===== src/rtl/piso_shift_tx.sv =====
// Parallel-in/serial-out transmitter with valid/ready intake and frame/done strobes.
// Optional even-parity bit after the data bits is enabled by defining PISO_PARITY_EN.
module piso_shift_tx #(
  parameter int WIDTH     = 8,
  parameter bit MSB_FIRST = 1'b1
) (
  input  logic             clk_i,
  input  logic             rst_n_i,
  input  logic [WIDTH-1:0] data_i,
  input  logic             valid_i,
  output logic             ready_o,
  output logic             ser_o,
  output logic             frame_o,
  output logic             done_o
);

  localparam int CW = $clog2(WIDTH + 1);
  localparam logic [CW-1:0] LAST     = CW'(WIDTH - 1);
  localparam logic [CW-1:0] PRE_LAST = CW'(WIDTH - 2);

`ifdef PISO_PARITY_EN
  typedef enum logic [1:0] {IDLE, SHIFT, PARITY} state_t;
`else
  typedef enum logic [1:0] {IDLE, SHIFT} state_t;
`endif

  state_t           state_q, state_d;
  logic [WIDTH-1:0] shreg_q, shreg_d;
  logic [CW-1:0]    cnt_q, cnt_d;
  logic             ser_q, ser_d;
  logic             frame_q, frame_d;
  logic             done_q, done_d;
`ifdef PISO_PARITY_EN
  logic             parity_q, parity_d;
`endif

  logic accept;
  logic last_bit;

  assign accept   = valid_i & ready_o;
  assign last_bit = (state_q == SHIFT) && (cnt_q == LAST);

  // State register.
  // NOTE: sequential state uses non-blocking assignments so every flop samples pre-edge values.
  always_ff @(posedge clk_i or negedge rst_n_i) begin
    if (!rst_n_i) state_q <= IDLE;
    else          state_q <= state_d;
  end

  // Next-state logic.
  // NOTE: every combinational output gets a default first so no latch is inferred.
  always_comb begin
    state_d = state_q;
    case (state_q)
      IDLE:    if (accept) state_d = SHIFT;
      SHIFT: begin
        if (cnt_q == LAST) begin
`ifdef PISO_PARITY_EN
          state_d = PARITY;
`else
          state_d = accept ? SHIFT : IDLE;
`endif
        end
      end
`ifdef PISO_PARITY_EN
      PARITY:  state_d = accept ? SHIFT : IDLE;
`endif
      default: state_d = IDLE;
    endcase
  end

  // FSM output: intake is open when idle or in the final cycle of a frame.
  always_comb begin
    ready_o = 1'b0;
    case (state_q)
      IDLE:    ready_o = 1'b1;
`ifdef PISO_PARITY_EN
      SHIFT:   ready_o = 1'b0;
      PARITY:  ready_o = 1'b1;
`else
      SHIFT:   ready_o = last_bit;
`endif
      default: ready_o = 1'b0;
    endcase
  end

  // Datapath next values; output flops default to the idle line level.
  always_comb begin
    shreg_d = shreg_q;
    cnt_d   = cnt_q;
    ser_d   = 1'b1;
    frame_d = 1'b0;
    done_d  = 1'b0;
`ifdef PISO_PARITY_EN
    parity_d = parity_q;
`endif
    if (accept) begin
      // The first bit goes straight to the output flop; the register keeps the rest.
      cnt_d   = '0;
      frame_d = 1'b1;
      if (MSB_FIRST) begin
        ser_d   = data_i[WIDTH-1];
        shreg_d = {data_i[WIDTH-2:0], 1'b1};
      end else begin
        ser_d   = data_i[0];
        shreg_d = {1'b1, data_i[WIDTH-1:1]};
      end
`ifdef PISO_PARITY_EN
      parity_d = ^data_i;
`endif
    end else if (state_q == SHIFT) begin
      if (cnt_q != LAST) begin
        cnt_d   = cnt_q + 1'b1;
        frame_d = 1'b1;
`ifndef PISO_PARITY_EN
        done_d  = (cnt_q == PRE_LAST);
`endif
        if (MSB_FIRST) begin
          ser_d   = shreg_q[WIDTH-1];
          shreg_d = {shreg_q[WIDTH-2:0], 1'b1};
        end else begin
          ser_d   = shreg_q[0];
          shreg_d = {1'b1, shreg_q[WIDTH-1:1]};
        end
      end else begin
        cnt_d = '0;
`ifdef PISO_PARITY_EN
        ser_d   = parity_q;
        frame_d = 1'b1;
        done_d  = 1'b1;
`endif
      end
    end
  end

  always_ff @(posedge clk_i or negedge rst_n_i) begin
    if (!rst_n_i) begin
      shreg_q  <= '0;
      cnt_q    <= '0;
      ser_q    <= 1'b1;
      frame_q  <= 1'b0;
      done_q   <= 1'b0;
`ifdef PISO_PARITY_EN
      parity_q <= 1'b0;
`endif
    end else begin
      shreg_q  <= shreg_d;
      cnt_q    <= cnt_d;
      ser_q    <= ser_d;
      frame_q  <= frame_d;
      done_q   <= done_d;
`ifdef PISO_PARITY_EN
      parity_q <= parity_d;
`endif
    end
  end

  assign ser_o   = ser_q;
  assign frame_o = frame_q;
  assign done_o  = done_q;

endmodule


===== config.mk =====
export PLATFORM = sky130hd
export DESIGN_NAME = piso_shift_tx
export DESIGN_NICKNAME = d
export VERILOG_FILES = /design/src/rtl/piso_shift_tx.sv
export SDC_FILE = /design/constraint.sdc
export NUM_CORES = 1
export LEC_CHECK = 0
export BUFFER_PORTS_ARGS = -buffer_cell sky130_fd_sc_hd__buf_4
export CAP_MARGIN = 20
export CORE_MARGIN = 2
export CORE_UTILIZATION = 36
export CTS_CLUSTER_SIZE = 40
export DETAILED_ROUTE_END_ITERATION = 8
export GPL_ROUTABILITY_DRIVEN = 1
export GPL_TIMING_DRIVEN = 0
export PLACE_DENSITY = 0.59
export SLEW_MARGIN = 20
export SYNTH_ARGS = -nofsm -noshare
export SYNTH_HDL_FRONTEND = slang
export SYNTH_SLANG_ARGS = --single-unit

===== constraint.sdc =====
create_clock -name clk_i -period 3.55 [get_ports clk_i]
set_clock_uncertainty 0.05 [all_clocks]
set_input_delay 0 -clock clk_i [delete_from_list [all_inputs] [get_ports clk_i]]
set_output_delay 0 -clock clk_i [all_outputs]
set_load 0.01 [all_outputs]

==> impl_metrics.ini <==
[status]
status = finished, final reports clean

[floorplanning]
coreArea_sq_mm = 0.00198
initial_core_util = 0.385
dieArea_sq_mm = 0.00250
io_pins = 15
die_width_um = 50.0
rows = 16
die_y_um = 50.0

[clock_tree]
clock_sink_count = 16
clk_latency_ns = 0.29
cts_htree_levels = 1
cts_tree = done
cts_buffer_depth = 2
clkTransAtPathRegs_ns = 0.10
ctsResizeCount = 0
cts_root_buf = clkbuf_4
cts_buffers = 3

[global_routing]
grt_pass1_wl_mm = 2.11
antenna_found_initial = 0
grt.overflow.total = 0
first_global_vias = 513
grtUsageTotal = 0.114
grt_max_degree = 17

[setup_path]
slowest_delay_ns = 0.43
cp_cell_sequence = ha_1, nand3b_1, nand2_2, buf_6, buf_4
rr_endpoint = shreg_q[7]
critPathKind = reg -> out
cp-endpoint = ready_o
critical_path_depth = 5
cp-end-kind = output port
critPathLaunchType = flop
crit_path_start = cnt_q[0]
crit_path_max_fanout = 10
required_ns = 3.50
crit_slowest_cell = dfrtp_1
worstReg2RegStart = cnt_q[0]
r2r_setup_slack_ns = 1.99
worstPathArrival_ns = 1.55
reg2reg_depth = 5
critical_path_buf_inv_count = 2
crit_family = flip-flops

[placed_design]
gp_congestion = 0.730
dpl.hpwl_um = 813
port_buffers = 14
dp_cells = 97

[sta]
finalHoldViolCount = 0
report.final.slew_viol_count = 0
fin_setup_tns_ns = 0
relSlewSlack = 0.864
period_minus_slack_ns = 1.60
fin_worst_hold_slack_ns = 0.00944
rsz0062_at_grt = false
timing.fmax_mhz = 626
worst_pin_slew_ns = 0.205
finalSetupViolCount = 0
fin_crit_sh = 0.450

[drt]
routed_wl_mm = 1.18
routedWlPerCell_um = 11.4
via_per_inst = 4.70
drtPass1Iterations = 2
drc = 0
drt_iter0_markers = 4
final_antenna_net_count = 0
vias = 484

[yosys]
synth_xor_area_frac = 0.0230
synth_compound_area_frac = 0.0443
yosysWarnings = 0
synth_common_cells = dfrtp_1, mux2_2, mux2_4, nand2_1, nand2b_1
synth.cell_area_sq_um = 763
synthFlopType = dfrtp_1
synth_top_family_by_area = multiplexers
synth.most_common_cell = dfrtp_1
async_flop_share = 1.00
synth_mux_area_frac = 0.249
synth-seq-area-share = 0.526
ys_ff_latch = 16
avgSynthCellArea_sq_um = 13.6
synth-simple-area-share = 0.0852
synth_top_area_share = 0.492
syn_inst = 56
synth_cell_types = 20
synthTopCellsByArea = dfrtp_1, mux2_2, mux2_4
synth_fp_nets = 69
synth_edf_count = 0
yosysTopAreaCell = dfrtp_1
synth-adder-area-share = 0.0328

[finish]
syn2layout_area_growth_pct = 24.3
antenna_cells = 0
nNetsFinal = 90
fillers = 191
fin_cells = 103
drive_gt1_frac = 0.487

[power]
power_density_mw_per_mm2 = 686
ir_worst_vdd_mv = 0.375
power.leakage_nw = 0.399

[job]
cap_violations = 0

[hold_path]
hold_class = in -> reg
## metrics by stage
stage / power (W) / utilization / setup slack (ns) / cell area (sq um)
final: 0.000651 / 0.479 / 1.95 / 948
after global routing: 0.000705 / 0.479 / 1.86 / 948
after CTS: 0.000659 / 0.479 / 1.94 / 948
after detailed placement: 0.000551 / 0.455 / 2.00 / 902
after global placement: 0.000545 / 0.455 / 2.00 / 902
after floorplan: 0.000480 / - / 2.10 / 763
## layout by cell type (no fill, tap or decap)
cell type	count
a22o_1	1
and4bb_2	1
xor2_1	2
buf_4	14
dfrtp_1	15
nand2_1	3
inv_1	2
mux2_2	12
nor2_1	1
dfstp_2	1
nand3b_1	1
o22ai_1	1
nand2b_1	3
clkbuf_4	3
nand2_2	1
mux2i_1	1
dlygate4sd3_1	2
mux2_4	3
a211o_1	1
clkbuf_1	1
buf_6	2
ha_1	2
nand3_1	1
o21ai_0	2
## flip-flops by register name (all words and copies together) (netlist names)
register / count
ser_o: 1
shreg_q: 8
state_q: 1
done_o: 1
cnt_q: 4
frame_o: 1
## layer usage
layer / vias to the layer above / share of wire / track usage
met5: - / 0 / 0
met4: 0 / 0.0085 / 0.0278
met3: 2 / 0.072 / 0.0636
met2: 15 / 0.45 / 0.178
met1: 230 / 0.47 / 0.136
li1: 237 / - / -
## how the worst min path moves through the flow
| stage | startpoint | to | depth (start not counted) |
|---|---|---|---|
| 3_3_place_gp | rst_n_i | done_o | 1 |
| 3_5_place_dp | rst_n_i | done_o | 1 |
| 6_report | data_i[4] | shreg_q[5] | 3 |
| 4_1_cts | data_i[4] | shreg_q[5] | 3 |
| 2_1_floorplan | rst_n_i | cnt_q[0] | 0 |
| 5_1_grt | data_i[5] | shreg_q[6] | 3 |
## cells by family after synthesis
kind of cell,Yosys count
DFF,16
muxes,16
AOI/OAI and AO/OA,5
adders and majority gates,2
buffers and inverters,4
and+or+nand+nor,11
xor gates and xnor gates,2
## timing repair
action / CTS / global route
buffers inserted: 0 / 0
hold buffers: 2 / 0
hold endpoints to repair: 17 / 0
## power breakdown
group,total [W],internal (W),switching (W)
sequential,0.000294,0.000249,0.0000446
clock,0.000105,0.0000438,0.0000607
combinational,0.000253,0.000151,0.000101
## layout make-up
type                       instances  area (sq um)  share of cell area
timing repair buffer              16           125               0.132
buffer                             2          22.5              0.0237
sequential                        16           402               0.423
inverter                           2          7.51             0.00792
tap                               27          33.8              0.0356
clock buffer                       4          26.3              0.0277
multi-input combinational         36           332               0.350
## worst reg2reg max path, delay by kind of cell (launching register included)
family	cells	cell delay, ns
fa+ha+maj	1	0.24
buf+inv	1	0.18
flops	1	0.43
simple gates	2	0.26
mux	1	0.29
No activity file was read; power rests on OpenSTA's default activity.
